<file path="src/rtl/hit_judge.sv">
// hit_judge: judges each lit LED of the hit-or-miss game as a hit or a miss.
// Watches the one-hot LED vector from the randomizer and the player's
// switches. It measures reaction time in coarse ticks and returns it as the
// token fed back to the randomizer. It keeps the score, counts misses and
// ends the game after MAX_MISSES misses.
//
// Ports
//   clk        in   system clock
//   rst        in   asynchronous active-high reset
//   led_in     in   [7:0] one-hot LED vector, 0 = no LED lit
//   sw         in   [7:0] raw asynchronous player switches
//   token      out  [7:0] last reaction time in ticks, 8'hFF after a miss
//   hit_pulse  out  one-clk pulse per hit
//   miss_pulse out  one-clk pulse per miss
//   score      out  [SCORE_W-1:0] saturating hit count
//   miss_count out  [3:0] miss count
//   game_over  out  high once miss_count reaches MAX_MISSES
//   busy       out  high while an LED is being judged (ARMED)
module hit_judge #(
    parameter int unsigned TICK_DIV      = 50000,
    parameter int unsigned TIMEOUT_TICKS = 255,
    parameter int unsigned MAX_MISSES    = 3,
    parameter int unsigned SCORE_W       = 8
) (
    input  logic               clk,
    input  logic               rst,
    input  logic [7:0]         led_in,
    input  logic [7:0]         sw,
    output logic [7:0]         token,
    output logic               hit_pulse,
    output logic               miss_pulse,
    output logic [SCORE_W-1:0] score,
    output logic [3:0]         miss_count,
    output logic               game_over,
    output logic               busy
);

    localparam int unsigned PRESC_W = (TICK_DIV > 2) ? $clog2(TICK_DIV) : 1;
    localparam int unsigned LED_W   = 8;
    localparam int unsigned REACT_W = 8;
    localparam int unsigned MISS_W  = 4;

    typedef enum logic [1:0] {
        S_IDLE  = 2'd0,
        S_ARMED = 2'd1,
        S_WAIT  = 2'd2,
        S_OVER  = 2'd3
    } state_t;

    state_t               state_q, state_d;
    logic [LED_W-1:0]     sync1_q, sync1_d;
    logic [LED_W-1:0]     sync2_q, sync2_d;
    logic [LED_W-1:0]     sw_prev_q, sw_prev_d;
    logic [LED_W-1:0]     led_q, led_d;
    logic [LED_W-1:0]     target_q, target_d;
    logic [PRESC_W-1:0]   presc_q, presc_d;
    logic [REACT_W-1:0]   react_q, react_d;
    logic [REACT_W-1:0]   token_q, token_d;
    logic                 hit_q, hit_d;
    logic                 miss_q, miss_d;
    logic [SCORE_W-1:0]   score_q, score_d;
    logic [MISS_W-1:0]    miss_cnt_q, miss_cnt_d;
    logic                 over_q, over_d;
    logic                 busy_q, busy_d;

    logic [LED_W-1:0]     toggles_c;
    logic                 led_onehot_c;
    logic                 judge_hit_c;
    logic                 judge_miss_c;
    logic                 last_miss_c;

    // Flip detection on the synchronized switches; either direction counts.
    assign toggles_c    = sync2_q ^ sw_prev_q;
    assign led_onehot_c = (led_q != '0) && ((led_q & (led_q - LED_W'(1))) == '0);

    // Judgement priority: stray switch, correct flip, LED expired, timeout.
    always_comb begin
        judge_hit_c  = 1'b0;
        judge_miss_c = 1'b0;
        if (state_q == S_ARMED) begin
            if ((toggles_c & ~target_q) != '0) begin
                judge_miss_c = 1'b1;
            end else if (toggles_c == target_q) begin
                judge_hit_c = 1'b1;
            end else if (led_q == '0) begin
                judge_miss_c = 1'b1;
            end else if (react_q == REACT_W'(TIMEOUT_TICKS)) begin
                judge_miss_c = 1'b1;
            end
        end
    end

    assign last_miss_c = (miss_cnt_q + MISS_W'(1)) == MISS_W'(MAX_MISSES);

    // State and data registers.
    always_ff @(posedge clk or posedge rst) begin
        if (rst) begin
            state_q    <= S_IDLE;
            sync1_q    <= '0;
            sync2_q    <= '0;
            sw_prev_q  <= '0;
            led_q      <= '0;
            target_q   <= '0;
            presc_q    <= '0;
            react_q    <= '0;
            token_q    <= '0;
            hit_q      <= 1'b0;
            miss_q     <= 1'b0;
            score_q    <= '0;
            miss_cnt_q <= '0;
            over_q     <= 1'b0;
            busy_q     <= 1'b0;
        end else begin
            state_q    <= state_d;
            sync1_q    <= sync1_d;
            sync2_q    <= sync2_d;
            sw_prev_q  <= sw_prev_d;
            led_q      <= led_d;
            target_q   <= target_d;
            presc_q    <= presc_d;
            react_q    <= react_d;
            token_q    <= token_d;
            hit_q      <= hit_d;
            miss_q     <= miss_d;
            score_q    <= score_d;
            miss_cnt_q <= miss_cnt_d;
            over_q     <= over_d;
            busy_q     <= busy_d;
        end
    end

    // Next-state logic.
    always_comb begin
        state_d = state_q;
        unique case (state_q)
            S_IDLE: begin
                if (led_onehot_c) begin
                    state_d = S_ARMED;
                end
            end
            S_ARMED: begin
                if (judge_hit_c) begin
                    state_d = S_WAIT;
                end else if (judge_miss_c) begin
                    state_d = last_miss_c ? S_OVER : S_WAIT;
                end
            end
            // Hold until the LED goes dark so one LED is judged only once.
            S_WAIT: begin
                if (led_q == '0) begin
                    state_d = S_IDLE;
                end
            end
            S_OVER: begin
                state_d = S_OVER;
            end
            default: begin
                state_d = S_IDLE;
            end
        endcase
    end

    // Datapath and registered outputs.
    always_comb begin
        sync1_d    = sw;
        sync2_d    = sync1_q;
        sw_prev_d  = sync2_q;
        led_d      = led_in;
        target_d   = target_q;
        presc_d    = presc_q;
        react_d    = react_q;
        token_d    = token_q;
        hit_d      = 1'b0;
        miss_d     = 1'b0;
        score_d    = score_q;
        miss_cnt_d = miss_cnt_q;
        over_d     = over_q;
        busy_d     = (state_d == S_ARMED);

        unique case (state_q)
            S_IDLE: begin
                if (led_onehot_c) begin
                    target_d = led_q;
                    presc_d  = '0;
                    react_d  = '0;
                end
            end
            S_ARMED: begin
                // Reaction tick counter, saturating at 255.
                if (presc_q == PRESC_W'(TICK_DIV - 1)) begin
                    presc_d = '0;
                    if (react_q != '1) begin
                        react_d = react_q + REACT_W'(1);
                    end
                end else begin
                    presc_d = presc_q + PRESC_W'(1);
                end

                if (judge_hit_c) begin
                    token_d = react_q;
                    hit_d   = 1'b1;
                    if (score_q != '1) begin
                        score_d = score_q + SCORE_W'(1);
                    end
                end else if (judge_miss_c) begin
                    token_d    = '1;
                    miss_d     = 1'b1;
                    miss_cnt_d = miss_cnt_q + MISS_W'(1);
                    if (last_miss_c) begin
                        over_d = 1'b1;
                    end
                end
            end
            S_WAIT: begin
            end
            S_OVER: begin
            end
            default: begin
            end
        endcase
    end

    assign token      = token_q;
    assign hit_pulse  = hit_q;
    assign miss_pulse = miss_q;
    assign score      = score_q;
    assign miss_count = miss_cnt_q;
    assign game_over  = over_q;
    assign busy       = busy_q;

endmodule

</file>
<file path="config.mk">
export PLATFORM = sky130hd
export DESIGN_NAME = hit_judge
export DESIGN_NICKNAME = d
export VERILOG_FILES = /design/src/rtl/hit_judge.sv
export SDC_FILE = /design/constraint.sdc
export NUM_CORES = 1
export LEC_CHECK = 0
export ABC_AREA = 0
export CAP_MARGIN = 5
export CORE_ASPECT_RATIO = 0.9
export CORE_MARGIN = 8
export CORE_UTILIZATION = 40
export DETAILED_ROUTE_END_ITERATION = 10
export PLACE_DENSITY = 0.65
export SLEW_MARGIN = 0
export SYNTH_ARGS = -nofsm -noshare
export SYNTH_HDL_FRONTEND = slang
export SYNTH_SLANG_ARGS = --single-unit
export TNS_END_PERCENT = 10
</file>
<file path="constraint.sdc">
create_clock -name clk -period 3.8 [get_ports clk]
set_input_delay 0.95 -clock clk [delete_from_list [all_inputs] [get_ports clk]]
set_output_delay 0.95 -clock clk [all_outputs]
set_load 0.01 [all_outputs]
</file>
==> results_dict.tcl <==
set metrics [dict create \
    ys_seq_area_share_pct 58.08 \
    cts-hold-fix-buffers 0 \
    vias 2728 \
    cts_tree "done" \
    finish.utilization_pct 48.54 \
    crit_path_start_kind "flip-flop" \
    ctsResizeCount 0 \
    finalSetupTns_ns 0 \
    worstPathMaxFanout 13 \
    hold_depth 0 \
    drv_cap 0 \
    yosys.area.top_type "dfrtp_1" \
    yosysUniqueCellTypes 50 \
    fp.dieW_um 119.8 \
    grt_pass1_vias 2885 \
    grt_max_degree 48 \
    synth_area_per_cell_sq_um 10.98 \
    ant_nets 0 \
    dp_hpwl_mm 5.622 \
    ys_warn_count 0 \
    syn_to_final_growth_pct 19.81 \
    synth_top_area_share_pct 58.08 \
    critPathMaxStageDelay_ns 0.40 \
    vias_per_cell 5.128 \
    first_pass_iters 4 \
    crit_chain "xor2_1 > ha_1 > nor4_1 > and2_1 > nand3_1 > inv_1 > and3_1 > xor2_1" \
    report.final.slew_viol_count 0 \
    clock-sinks 90 \
    crit_slowest_cell "dfrtp_1" \
    finalCritPeriodShare_pct 62.85 \
    fmax_mhz 418.7 \
    endpoint_kind "flip-flop" \
    tightest_slew_ns 0.8602 \
    num_antenna_cells 0 \
    min_period_ns 2.388 \
    core_sq_mm 0.009572 \
    syn-num-nets 384 \
    postRouteWirelength_mm 7.717 \
    relSlewSlack_pct 42.27 \
    drc 0 \
    dieArea_sq_mm 0.01310 \
    synth_area_sq_mm 0.003877 \
    numCtsBuffers 9 \
    cp.required_ns 4.08 \
    initial_core_util_pct 40.51 \
    grt_pass1_wl_mm 13.41 \
    routedWlPerCell_um 14.51 \
    clock_path_buffers 2 \
    drt_iter0_drc 147 \
    finalHoldViolations 0 \
    die_height_um 109.4 \
    grt_antenna_before_repair 0 \
    p_leak_nw 2.034 \
    power_per_cell_area_mw_per_mm2 447.0 \
    synth.area.top_cells "dfrtp_1, ha_1, nor2_1" \
    syn-instance-count 353 \
    root_buffer "clkbuf_8" \
    cts-htree-levels 3 \
    arrival_ns 2.67 \
    fin_worst_skew_ns 0.008490 \
    synth_edf_count 0 \
    ys_top_cells_by_count "dfrtp_1, nor2_1, nand2_1" \
    ios 42 \
    port_buffers 41 \
    synthArstFlopShare_pct 100.0 \
    clk_latency_ns 0.36 \
    crit_type "flip-flop to flip-flop" \
    synth.most_common_cell "dfrtp_1" \
    row_count 34 \
    path_common_cell "xor2_1" \
    hp-class "flip-flop to flip-flop" \
    gp_congestion 0.7726 \
    synth_seq_cells 90 \
    drive_above_1_share_pct 7.389 \
    grt_use_total_pct 12.63 \
    reg2reg_slack_ns 1.41 \
    cts_setup_buffers 0 \
    finalSetupViolations 0 \
    nets 432 \
    synth_ff_type "dfrtp_1" \
    clkTransAtPathRegs_ns 0.08 \
    rsz0062_at_grt "false" \
    status "complete, no violations" \
    worstRegToRegCells 8 \
    max-vdd-ir-drop_v 0.0002754 \
    overflow 0 \
]
## cell type report
| type | instances | area [sq um] |
|---|---|---|
| tap | 126 | 157.7 |
| inverter | 21 | 80.08 |
| fill | 893 | 4926 |
| clock buffer | 11 | 141.4 |
| clock inverter | 5 | 53.80 |
| multi-input combinational | 235 | 1515 |
| sequential | 90 | 2252 |
| timing repair buffer | 44 | 445.4 |
## cell usage in the layout (no fill, tap or decap), drive strengths merged, types with 9 or more instances in the layout
| master | netlist | final |
|---|---|---|
| a21oi | 11 | 11 |
| clkbuf | 3 | 11 |
| clkdlybuf4s50 | 0 | 41 |
| dfrtp | 90 | 90 |
| ha | 13 | 13 |
| inv | 21 | 20 |
| nand2 | 32 | 32 |
| nand3 | 14 | 14 |
| nand4 | 9 | 9 |
| nor2 | 35 | 35 |
| nor4 | 13 | 13 |
| o21ai | 28 | 28 |
| xnor2 | 14 | 14 |
| xor2 | 14 | 14 |
## worst max-delay path: cells and delay by family, from the launching register on
kind / cells / cell delay, ns
buffers and inverters: 1 / 0.39
XOR/XNOR: 2 / 0.30
AND/OR/NAND/NOR: 4 / 1.05
adder cells (fa/ha/maj): 1 / 0.18
flip-flops: 1 / 0.40
## flip-flops by register name, indices dropped and copies added (netlist names), 2 cells and up
name        flops
target_q        8
presc_q        16
sync1_q         8
state_q         2
score           8
react_q         8
token           8
led_q           8
sw_prev_q       8
miss_count      4
sw_prev_d       8
## worst paths after layout
| check | startpoint | end |
|---|---|---|
| worst min register to register | sync1_q[3]$_DFF_PP0_ | sw_prev_d[3]$_DFF_PP0_ |
| max in group asynchronous | rst | presc_q[4]$_DFFE_PP0P_ |
| worst max register to register | sw_prev_d[0]$_DFF_PP0_ | score[2]$_DFFE_PP0P_ |
| worst min-delay path | sync1_q[3]$_DFF_PP0_ | sw_prev_d[3]$_DFF_PP0_ |
| worst max-delay path | sw_prev_d[0]$_DFF_PP0_ | score[2]$_DFFE_PP0P_ |
| min in group asynchronous | rst | sync1_q[2]$_DFF_PP0_ |
## cells by family after synthesis
logic type,synth area share [%]
muxes,1.194
adders and majority gates,4.485
AOI/OAI and AO/OA,10.52
and+or+nand+nor,16.55
xor gates and xnor gates,6.325
buffers and inverters,2.840
DFF,58.08
## where the power goes
| group | switching [mW] | internal (mW) | total [mW] |
|---|---|---|---|
| registers | 0.0694 | 1.05 | 1.12 |
| clock network | 0.320 | 0.320 | 0.639 |
| logic | 0.146 | 0.175 | 0.321 |
## metal layers
layer  wire (um)  GRT usage (%)
met1        3575          15.02
met2        3638          21.12
met3         402          4.107
met4         101          4.809
met5           0              0
## metrics by stage
stage	std cells	power (mW)	hold WS, ns	setup WS (ns)	cell area, sq um
after floorplan	353	1.292	0.3312	0.5147	3877
after global placement	516	1.447	0.3333	1.480	4451
after detailed placement	516	1.464	0.3355	1.413	4451
after CTS	532	2.106	0.3488	1.397	4646
after global routing	532	2.189	0.3618	1.223	4646
final	532	2.077	0.3495	1.412	4646
Note: power is estimated with default switching activity, not from simulation.
